## src/rtl/spwm_carrier_compare.sv

```systemverilog
// spwm_carrier_compare
//   Sine-PWM modulator. The divided clock from the divider stage is
//   synchronised and turned into a single-cycle step enable. Each step moves a
//   symmetric triangle carrier. The carrier is compared against a sine sample
//   fetched from an external registered ROM. The compare result drives a
//   complementary high/low gate pair through a dead-time FSM.
//
// Ports
//   clk_in       : system clock
//   rst          : asynchronous active-high reset
//   en           : run enable (synchronous; low parks everything)
//   tick_src     : divided clock, asynchronous to clk_in
//   sample_data  : ROM data, valid one cycle after sample_addr
//   sample_addr  : ROM address, one sample per carrier period
//   carrier      : current carrier value (debug)
//   period_start : one-cycle pulse at each carrier valley
//   pwm_h/pwm_l  : high-side / low-side gate drives, never both high
`timescale 1ns/1ps
module spwm_carrier_compare #(
  parameter int CNT_W       = 8,
  parameter int CARRIER_MAX = 199,
  parameter int ADDR_W      = 6,
  parameter int DEADTIME    = 4
) (
  input  logic              clk_in,
  input  logic              rst,
  input  logic              en,
  input  logic              tick_src,
  input  logic [CNT_W-1:0]  sample_data,
  output logic [ADDR_W-1:0] sample_addr,
  output logic [CNT_W-1:0]  carrier,
  output logic              period_start,
  output logic              pwm_h,
  output logic              pwm_l
);

  localparam logic [CNT_W-1:0] C_MAX   = CNT_W'(CARRIER_MAX);
  // Compare value one above the peak keeps carrier < cmp true all period.
  localparam logic [CNT_W-1:0] C_TOP   = CNT_W'(CARRIER_MAX + 1);
  localparam logic [7:0]       DT_LOAD = 8'(DEADTIME - 1);

  typedef enum logic [2:0] {
    S_OFF,
    S_DEAD_TO_L,
    S_L_ON,
    S_DEAD_TO_H,
    S_H_ON
  } state_t;

  // ---------------------------------------------------------------------------
  // Tick synchroniser: 2-FF sync plus a previous-value flop for edge detect.
  // ---------------------------------------------------------------------------
  logic [1:0] sync_q, sync_d;
  logic       prev_q, prev_d;
  logic       tick;

  assign sync_d = {sync_q[0], tick_src};
  assign prev_d = sync_q[1];
  assign tick   = sync_q[1] & ~prev_q;

  // ---------------------------------------------------------------------------
  // Carrier, sample address and compare registers
  // ---------------------------------------------------------------------------
  logic [CNT_W-1:0]  carrier_q, carrier_d;
  logic              dir_up_q, dir_up_d;
  logic [ADDR_W-1:0] addr_q, addr_d;
  logic [CNT_W-1:0]  cmp_active_q, cmp_active_d;
  logic [CNT_W-1:0]  cmp_shadow_q, cmp_shadow_d;
  logic              period_start_q, period_start_d;
  // vld_pipe_q[0]: address just changed, [1]: ROM data for it is valid now.
  logic [1:0]        vld_pipe_q, vld_pipe_d;
  logic              raw_q, raw_d;
  logic [CNT_W-1:0]  sample_clamped;
  logic [CNT_W-1:0]  carrier_inc, carrier_dec;

  assign carrier_inc    = carrier_q + CNT_W'(1);
  assign carrier_dec    = carrier_q - CNT_W'(1);
  assign sample_clamped = (sample_data > C_TOP) ? C_TOP : sample_data;
  assign raw_d          = (carrier_q < cmp_active_q);

  always_comb begin
    carrier_d      = carrier_q;
    dir_up_d       = dir_up_q;
    addr_d         = addr_q;
    cmp_active_d   = cmp_active_q;
    period_start_d = 1'b0;
    vld_pipe_d     = {vld_pipe_q[0], 1'b0};
    cmp_shadow_d   = vld_pipe_q[1] ? sample_clamped : cmp_shadow_q;

    if (!en) begin
      carrier_d     = '0;
      dir_up_d      = 1'b1;
      addr_d        = '0;
      cmp_active_d  = '0;
      // Keep re-reading address 0 so the shadow is ready when en returns.
      vld_pipe_d[0] = 1'b1;
    end else if (tick) begin
      if (dir_up_q) begin
        carrier_d = carrier_inc;
        if (carrier_inc == C_MAX) dir_up_d = 1'b0;
      end else begin
        carrier_d = carrier_dec;
        if (carrier_q == CNT_W'(1)) begin
          // Valley: swap in the new compare and fetch the next sample.
          dir_up_d       = 1'b1;
          period_start_d = 1'b1;
          cmp_active_d   = cmp_shadow_q;
          addr_d         = addr_q + ADDR_W'(1);
          vld_pipe_d[0]  = 1'b1;
        end
      end
    end
  end

  always_ff @(posedge clk_in or posedge rst) begin
    if (rst) begin
      sync_q         <= '0;
      prev_q         <= 1'b0;
      carrier_q      <= '0;
      dir_up_q       <= 1'b1;
      addr_q         <= '0;
      cmp_active_q   <= '0;
      cmp_shadow_q   <= '0;
      period_start_q <= 1'b0;
      // Address 0 is presented during reset; capture it right after release.
      vld_pipe_q     <= 2'b01;
      raw_q          <= 1'b0;
    end else begin
      sync_q         <= sync_d;
      prev_q         <= prev_d;
      carrier_q      <= carrier_d;
      dir_up_q       <= dir_up_d;
      addr_q         <= addr_d;
      cmp_active_q   <= cmp_active_d;
      cmp_shadow_q   <= cmp_shadow_d;
      period_start_q <= period_start_d;
      vld_pipe_q     <= vld_pipe_d;
      raw_q          <= raw_d;
    end
  end

  // ---------------------------------------------------------------------------
  // Dead-time FSM. Outputs are registered and derived from the state being
  // entered, so both gates can only be high in the two ON states.
  // A dead interval only ends into the side matching raw_q at that moment;
  // otherwise it restarts toward the other side with a full reload.
  // ---------------------------------------------------------------------------
  state_t     state_q;
  logic [7:0] dt_q;
  logic       pwm_h_q, pwm_l_q;

  always_ff @(posedge clk_in or posedge rst) begin
    if (rst) begin
      state_q <= S_OFF;
      dt_q    <= '0;
      pwm_h_q <= 1'b0;
      pwm_l_q <= 1'b0;
    end else begin
      pwm_h_q <= 1'b0;
      pwm_l_q <= 1'b0;
      if (!en) begin
        state_q <= S_OFF;
        dt_q    <= '0;
      end else begin
        case (state_q)
          S_OFF: begin
            state_q <= S_DEAD_TO_L;
            dt_q    <= DT_LOAD;
          end
          S_DEAD_TO_L: begin
            if (dt_q != '0) begin
              dt_q <= dt_q - 8'd1;
            end else if (raw_q) begin
              state_q <= S_DEAD_TO_H;
              dt_q    <= DT_LOAD;
            end else begin
              state_q <= S_L_ON;
              pwm_l_q <= 1'b1;
            end
          end
          S_L_ON: begin
            if (raw_q) begin
              state_q <= S_DEAD_TO_H;
              dt_q    <= DT_LOAD;
            end else begin
              pwm_l_q <= 1'b1;
            end
          end
          S_DEAD_TO_H: begin
            if (dt_q != '0) begin
              dt_q <= dt_q - 8'd1;
            end else if (!raw_q) begin
              state_q <= S_DEAD_TO_L;
              dt_q    <= DT_LOAD;
            end else begin
              state_q <= S_H_ON;
              pwm_h_q <= 1'b1;
            end
          end
          S_H_ON: begin
            if (!raw_q) begin
              state_q <= S_DEAD_TO_L;
              dt_q    <= DT_LOAD;
            end else begin
              pwm_h_q <= 1'b1;
            end
          end
          default: begin
            state_q <= S_OFF;
            dt_q    <= '0;
          end
        endcase
      end
    end
  end

  assign sample_addr  = addr_q;
  assign carrier      = carrier_q;
  assign period_start = period_start_q;
  assign pwm_h        = pwm_h_q;
  assign pwm_l        = pwm_l_q;

endmodule

```

## config.mk

```make
export PLATFORM = sky130hd
export DESIGN_NAME = spwm_carrier_compare
export DESIGN_NICKNAME = d
export VERILOG_FILES = /design/src/rtl/spwm_carrier_compare.sv
export SDC_FILE = /design/constraint.sdc
export NUM_CORES = 1
export LEC_CHECK = 0
export ABC_CLOCK_PERIOD_IN_PS = 2900
export CAP_MARGIN = 30
export CORE_ASPECT_RATIO = 0.9
export CORE_MARGIN = 4
export CORE_UTILIZATION = 56
export DETAILED_ROUTE_END_ITERATION = 10
export GPL_TIMING_DRIVEN = 0
export PLACE_DENSITY = 0.82
export SETUP_SLACK_MARGIN = 0.3
export SLEW_MARGIN = 10
export SYNTH_ARGS = -nofsm -noshare
export SYNTH_HDL_FRONTEND = slang
export SYNTH_SLANG_ARGS = --single-unit
```

## constraint.sdc

```tcl
create_clock -name clk_in -period 2.9 [get_ports clk_in]
set_clock_uncertainty 0.1 [all_clocks]
set_input_delay 0.435 -clock clk_in [delete_from_list [all_inputs] [get_ports clk_in]]
set_output_delay 0.435 -clock clk_in [all_outputs]
set_load 0.03 [all_outputs]
```

==> impl_results.md <==
- Most common flop cell mapped by yosys: dfrtp_1
- Crit path max-delay cell type: or4b_2
- Startpoint Class: register
- Max Freq: 418.5 MHz
- Worst rel slew slack: 62.72%
- Distinct cell type count after synthesis: 46
- Post-Syn Area per Cell: 9.148 um^2
- Via count: 2,268
- Top cell type's share of synthesized area: 44.83%
- I/O pin cnt: 29
- Leakage: 1.353 nW
- Design area: 3197 um^2
- Yosys warnings: 0
- First-pass GRT wire length: 10.29 mm
- Worst Tran Pin Value: 0.5585 ns
- Mapped Cells: 299
- Reg2Reg Depth: 8
- PwrDens: 592.3 nW/um^2
- Synthesized Nets: 325
- Grt ovf: 0
- FP Rows: 23
- Max cap viols: 0
- Util after Layout: 69.87%
- Root Buffer: clkbuf_8
- Routed wire length: 5.767 mm
- Initial Utilization: 59.78%
- Post-CTS setup buffers: 0
- Hold Path Depth: 0
- Worst path max stage delay: 0.61 ns
- Nature of the critical path endpoint: register
- WP data arrival: 2.47 ns
- Final #Nets: 360
- Tcrit/Tclk final: 82.39%
- CTS tree: built
- Routed Antenna Nets: 0
- DR WL/cell: 14.53 um
- Synth cell count leaders: dfrtp_1 (49), nand2_1 (42), nor2_1 (25)
- Placed Instances: 389
- DP Wirelength: 4.280 mm
- Largest net degree at the start of global routing: 27
- Seq/Total Area, Yosys: 46.75%
- Critical Path RT: 2.98 ns
- EDFF count, synth: 0
- Hold Crit Class: register to register
- Count leader, synth: dfrtp_1
- I/O Buffers: 27
- # setup viols final: 0
- CTS Hold Bufs: 0
- Fin crit period: 2.389 ns
- Delay-heaviest family, CP: simple AND/OR/NAND/NOR gates
- DRT Pass-1 Iters: 5
- Total GRT Usage: 22.23%
- Hold Startpoint: sync_q[0]$_DFF_PP0_
- Area of the multi-input gates: 1315 um^2
- Run status: finished clean
- Leading area contributor after synthesis: dfrtp_1
- Reg-to-reg setup timing slack: 0.51 ns
- GPL Wtd Cong: 0.8662
- Top post-synthesis cells by area: dfrtp_1 (45%), ha_1 (6.4%), nand2_1 (5.8%)
- Cells along the critical path: clkbuf_1 > inv_1 > ha_1 > or4b_2 > o32ai_1 > nand2_1 > xnor2_1 > nor2_1
- CTS Sinks: 51
- PostCTS Resize Cnt: 0
- Non-filler cells, final: 397
- Sum of negative setup slack: 0 ns
- Reg-to-reg critical path endpoint: carrier[6]$_DFFE_PP0P_
- Final Hold Fails: 0
- Slew Limit Fails: 0
- Die W: 81.67 um
- Pwr Total: 1.893 mW
- Crit path from: carrier[1]$_DFFE_PP0P_
- Fillers: 351
- Critical Path Stages: 8
- Register area: 1279 um^2
- Worst setup slack after layout: 0.5107 ns
- Clock Latency Late Sink: 0.31 ns
- Hold EP: sync_q[1]$_DFF_PP0_
- Total CTS buffers: 5
- Placed cell area: 3103 um^2
- 1st-iter DRT viols: 192
- Critical path peak fanout: 9
- DR DRC count: 0
- CTS Buffer Depth: 2
- Fraction of layout cells with a size suffix above 1: 6.866%
- Worst hold slack: 0.2670 ns
- Number of global-route vias before repair: 2,304
- Synthesis-to-layout area growth: 16.88%
- DP Worst Slack: 0.4960 ns
- Inserted Diodes: 0
- Vias/cell: 5.713
- Critical path class: register to register
- Clk slew on worst S/H paths: 0.09 ns
- H-tree levels: 2
- Reg2Reg Launch Point: carrier[1]$_DFFE_PP0P_
- Core ar.: 4576 um^2
- Ys async rst share: 100.0%
- Die Height: 74.30 um
- Area of the mapped netlist: 2735 um^2
- Critical path buffers and inverters: 2
- Initial antenna violation count: 0
- Synth Register Bits: 51
- RSZ-0062 raised after global routing: no
- Die area: 6068 um^2
- Peak VDD IR: 0.0004111 V
where the power goes:
| group | switching [mW] | total (mW) | internal, mW |
|---|---|---|---|
| Sequential | 0.0744 | 0.860 | 0.786 |
| Clock | 0.238 | 0.406 | 0.168 |
| Combinational | 0.378 | 0.627 | 0.249 |
| Total | 0.690 | 1.89 | 1.20 |
layout make-up:
cell class,instances,share of cell area (%)
multi-input combinational,212,41.13
inverter,20,2.348
buffer,16,2.231
sequential,51,40.00
clock buffer,5,2.153
tap,62,2.427
timing repair buffer,28,9.080
clock inverter,3,0.6262
how the worst max path moves through the flow:
stage / end
global route: carrier[6]$_DFFE_PP0P_
global placement: prev_q$_DFF_PP0_
CTS: dt_q[6]$_DFF_PP0_
finish: carrier[6]$_DFFE_PP0P_
detailed placement: dt_q[6]$_DFF_PP0_
floorplan: carrier[6]$_DFFE_PP0P_
flip-flops by register name (all words and copies together), names as in the netlist:
register / cells
carrier: 8
cmp_active_q: 8
cmp_shadow_q: 8
dt_q: 8
sample_addr: 6
state_q: 3
sync_q: 2
vld_pipe_q: 2
dir_up_q: 1
period_start: 1
prev_q: 1
pwm_h: 1
pwm_l: 1
raw_q: 1
cells by family (layout without fill, tap and decap cells):
group	count (synthesis)	in the layout	share of synthesized area, %
and+or+nand+nor	113	113	20.04
AOI/OAI and AO/OA	64	64	14.50
DFF	51	51	46.75
xor gates and xnor gates	18	18	5.764
adders and majority gates	14	14	6.404
muxes	3	3	1.189
buffers and inverters	36	72	5.352
metal layers:
metal,vias up,routed length (um),track usage (%)
met3,8,312,6.295
met1,1096,2641,29.28
li1,1101,-,-
met4,0,78,7.196
met5,-,0,0
met2,63,2734,35.80
cell usage in the layout, fill, tap and decap left out, types with 2 or more instances in the layout:
master and n:
nand2b_1 7, and3_1 2, a21oi_1 21, or4_1 2
nand3_1 5, a21o_1 3, inv_1 19, or3_1 3
o31ai_1 2, a22oi_1 4, mux2_2 2, o21a_1 2
dfstp_2 2, nor4_1 5, clkinvlp_4 2, dfrtp_1 49
xor2_1 9, nor2b_1 4, clkbuf_8 5, clkdlybuf4s50_1 27
o31a_1 2, buf_2 3, o21ai_0 15, a31oi_1 5
nor3_1 6, nor2_1 25, ha_1 14, xnor2_1 9
nand4_1 5, nand2_1 42, clkbuf_1 12
(Power assumes the default switching activity.)
